**config.mk**
```make
export PLATFORM = sky130hd
export DESIGN_NAME = find_one
export DESIGN_NICKNAME = d
export VERILOG_FILES = /design/src/rtl/find_one.sv
export SDC_FILE = /design/constraint.sdc
export NUM_CORES = 1
export LEC_CHECK = 0
export ABC_AREA = 1
export CAP_MARGIN = 15
export CORE_AREA = 2 2 39 41
export DETAILED_ROUTE_END_ITERATION = 12
export DIE_AREA = 0 0 41 43
export MAX_ROUTING_LAYER = met4
export PLACE_DENSITY = 0.39
export SLEW_MARGIN = 20
export SYNTH_ARGS = -nofsm -noshare
export SYNTH_HDL_FRONTEND = slang
export SYNTH_SLANG_ARGS = --single-unit
```
**constraint.sdc**
```tcl
create_clock -name clk -period 1.5 [get_ports clk]
set_clock_uncertainty 0.15 [all_clocks]
set_input_delay 0.15 -clock clk [delete_from_list [all_inputs] [get_ports clk]]
set_output_delay 0.15 -clock clk [all_outputs]
set_load 0.1 [all_outputs]
```
**src/rtl/find_one.sv**
```systemverilog
// Registered LSB-first priority encoder: index of the lowest set bit plus a found flag.
// Optional FIND_ONE_MULTI_FLAG_EN adds a registered "two or more bits set" flag.
module find_one #(
    parameter int IN_WIDTH  = 6,
    parameter int OUT_WIDTH = $clog2(IN_WIDTH)
) (
    input  logic                 clk,
    input  logic                 rst_n,
    input  logic                 in_valid,
    input  logic [IN_WIDTH-1:0]  in,
    output logic [OUT_WIDTH-1:0] out,
    output logic                 found,
    output logic                 out_valid
`ifdef FIND_ONE_MULTI_FLAG_EN
    ,
    output logic                 multi
`endif
);

    logic [OUT_WIDTH-1:0] idx_scan;
    logic [OUT_WIDTH-1:0] out_d, out_q;
    logic                 found_d, found_q;
    logic                 valid_q;

    // Scan from the top down so the lowest set index is the last assignment to win.
    always_comb begin
        idx_scan = '1;
        for (int i = IN_WIDTH - 1; i >= 0; i--) begin
            if (in[i]) begin
                idx_scan = OUT_WIDTH'(i);
            end
        end
    end

    // Outputs only load on an accepted vector, so X on in while idle never reaches them.
    always_comb begin
        out_d   = out_q;
        found_d = found_q;
        if (in_valid) begin
            out_d   = idx_scan;
            found_d = |in;
        end
    end

    always_ff @(posedge clk or negedge rst_n) begin
        if (!rst_n) begin
            out_q   <= '1;
            found_q <= 1'b0;
            valid_q <= 1'b0;
        end else begin
            out_q   <= out_d;
            found_q <= found_d;
            valid_q <= in_valid;
        end
    end

`ifdef FIND_ONE_MULTI_FLAG_EN
    logic multi_d, multi_q;

    // Clearing the lowest set bit leaves something only if a second bit was set.
    always_comb begin
        multi_d = multi_q;
        if (in_valid) begin
            multi_d = |(in & (in - IN_WIDTH'(1)));
        end
    end

    always_ff @(posedge clk or negedge rst_n) begin
        if (!rst_n) begin
            multi_q <= 1'b0;
        end else begin
            multi_q <= multi_d;
        end
    end

    assign multi = multi_q;
`endif

    assign out       = out_q;
    assign found     = found_q;
    assign out_valid = valid_q;

endmodule

```
==> out/metrics.cfg <==
[run_status]
outcome=completed

[worst_setup_path]
critPathKind=register to output pin
crit_path_start_kind=register
r2r-start=out[2]
r2r_cells=2
r2r_setup_slack_ns=0.60
worstSetupEndpoint=out[0]
end_kind=output pin
rr_endpoint=out[2]
critical_path_arrival_ns=0.97
critical_path_buf_inv_count=1
cp_top_family=flip-flops
slowest_delay_ns=0.55
crit_cells=1
crit_start=out[0]
crit_fanout=2
worstPathCellList=buf_12
critical-path-slowest-cell=dfstp_2
required_ns=1.20

[floorplan]
initial_core_util_pct=16.64
die_area_um2=1763
io_pins=14
core-area_um2=1384
dieWidth_um=41
rows=14
die_y_um=43

[pwr]
combPwrFrac_pct=32.9
clkPwrFrac_pct=33.2
internal_power_w=0.0003117
p_leak_nw=0.2134
switchingPower_w=0.0001546
switching_share_pct=33.16
power.density_nw_per_um2=999.1
vdd_drop_max_mv=0.2449
seq_power_share_pct=34.0

[timing]
setup_viol=0
relSlewSlack_pct=85.50
finalSetupTns_ns=0
drv_slew=0
worstMarginPinSlew_ns=0.2168
post-route-period-util_pct=84.78
hold_viol=0
worst_slack_ns=0.2283
min_period_ns=1.272
max_freq_mhz=786.3
fin_hold_ws_ns=0.2912
rsz0062_at_grt=no

[routing]
vias=250
drt-met1-wl_um=196
via_per_inst=3.906
ant_nets=0
post_drt_wl_per_cell_um=8.125
drtPass1Iterations=4
wl_met2_um=245
dr.max_layer_used=met4
totalWireLength_um=520
drc_errors=0
route.met3.wl_um=47
drtIter0Drc=7

[cts]
clock_latency_ns=0.24
cts_tree=built
clock-sinks=5
cts_made_buffers=3
cts.clk_slew.worst_paths_ns=0.04
cts_max_level=1
clock_path_buffers=2
ctsHoldBuffers=1
cts-root-buf=clkbuf_4
postCtsSetupBuffers=0
ctsResizeCount=0

[global_route]
antenna_found_initial=0
grt_pass1_vias=223
grt_overflow_total=0
grt.total_usage_pct=8.178
grt_max_degree=6
grt_pass1_wl_um=848

[synth]
synth_cell_types=9
syn_inst=30
ys_top_cells_by_area=dfstp_2 34%, dfrtp_1 22%, nand2_1 20%
synth_area_um2=230.2
ys_seq_area_share_pct=55.98
avgSynthCellArea_um2=7.674
synth_top_area_share_pct=34.24
yosysTopAreaCell=dfstp_2
ys_ff_latch=5
yosysWarningCount=0
synth_fp_nets=39

[final_layout]
area_growth_pct=102.7
multi_input_area_um2=86.33
n_fill_cell=157
drive_gt1_share_pct=27.08
seqCellArea_um2=128.9
fin_util_pct=33.73
fin_nets=58
diodes=0

[place]
io_buffers=13
pre_cts_ws_ns=0.2986
dp_hpwl_um=448.8
globalplace.congestion=0.7667

[hold_path]
holdCritPathClass=input port to register

[job]
cap_viol_max_count=0

==> layout by cell type (no fill, tap or decap) <==
cell and count:
dfstp_2 3, inv_2 2, nand2_1 12, dfrtp_1 2, o21ai_1 2, nor2_1 5
inv_1 2, buf_12 5, clkdlybuf4s50_1 8, nand3_1 1, clkbuf_4 3, clkbuf_1 1
nand3b_1 1, dlygate4sd3_1 1
==> cell type report <==
cell class	instances	share of cell area (%)
Timing Repair Buffer	14	40.75
Sequential cell	5	27.61
Multi-Input combinational cell	21	18.50
Clock buffer	4	5.630
Tap cell	16	4.290
Inverter	4	3.217
==> metrics by stage <==
step,std cells,power (W),cell area [um2]
6_report,64,0.0004663,466.7
5_1_grt,64,0.0004856,466.7
4_1_cts,64,0.0004737,466.7
3_5_place_dp,59,0.0003121,430.4
3_3_place_gp,59,0.0003107,430.4
2_1_floorplan,30,0.0002398,230.2
==> registers in the layout, summed over array words and instances, names as in the netlist <==
name       count
found          1
out            3
out_valid      1
==> cell families after synthesis <==
family | synth area share [%]
compound gates | 4.348
simple gates | 33.15
flops | 55.98
buf+inv | 6.524
==> routing by layer <==
metal / track usage, % / vias up
met2: 9.688 / 14
met4: 12.00 / 0
li1: - / 127
met3: 1.571 / 3
met5: - / -
met1: 8.852 / 106
==> synth_stat cells <==
library cell,count
inv_2,2
dfrtp_1,2
nand3b_1,1
inv_1,2
nor2_1,5
o21ai_1,2
nand3_1,1
dfstp_2,3
nand2_1,12
==> power by group through the flow <==
stage | Combinational [W] | Sequential [W] | Clock, W
global placement | 0.000151 | 0.000160 | 0
finish | 0.000153 | 0.000158 | 0.000155
global route | 0.000160 | 0.000160 | 0.000166
CTS | 0.000154 | 0.000158 | 0.000161
detailed placement | 0.000152 | 0.000160 | 0
floorplan | 0.0000176 | 0.000222 | 0
==> worst min-delay path by stage <==
stage,cells past startpoint,start,slack [ns],endpoint
after CTS,1,in_valid,0.28,out_valid
after floorplan,0,rst_n,-0.30,found
after global placement,1,rst_n,0.23,out_valid
after global routing,1,in_valid,0.30,out_valid
final,1,in_valid,0.29,out_valid
after detailed placement,1,rst_n,0.23,out_valid
No activity file was read; power rests on OpenSTA's default activity.
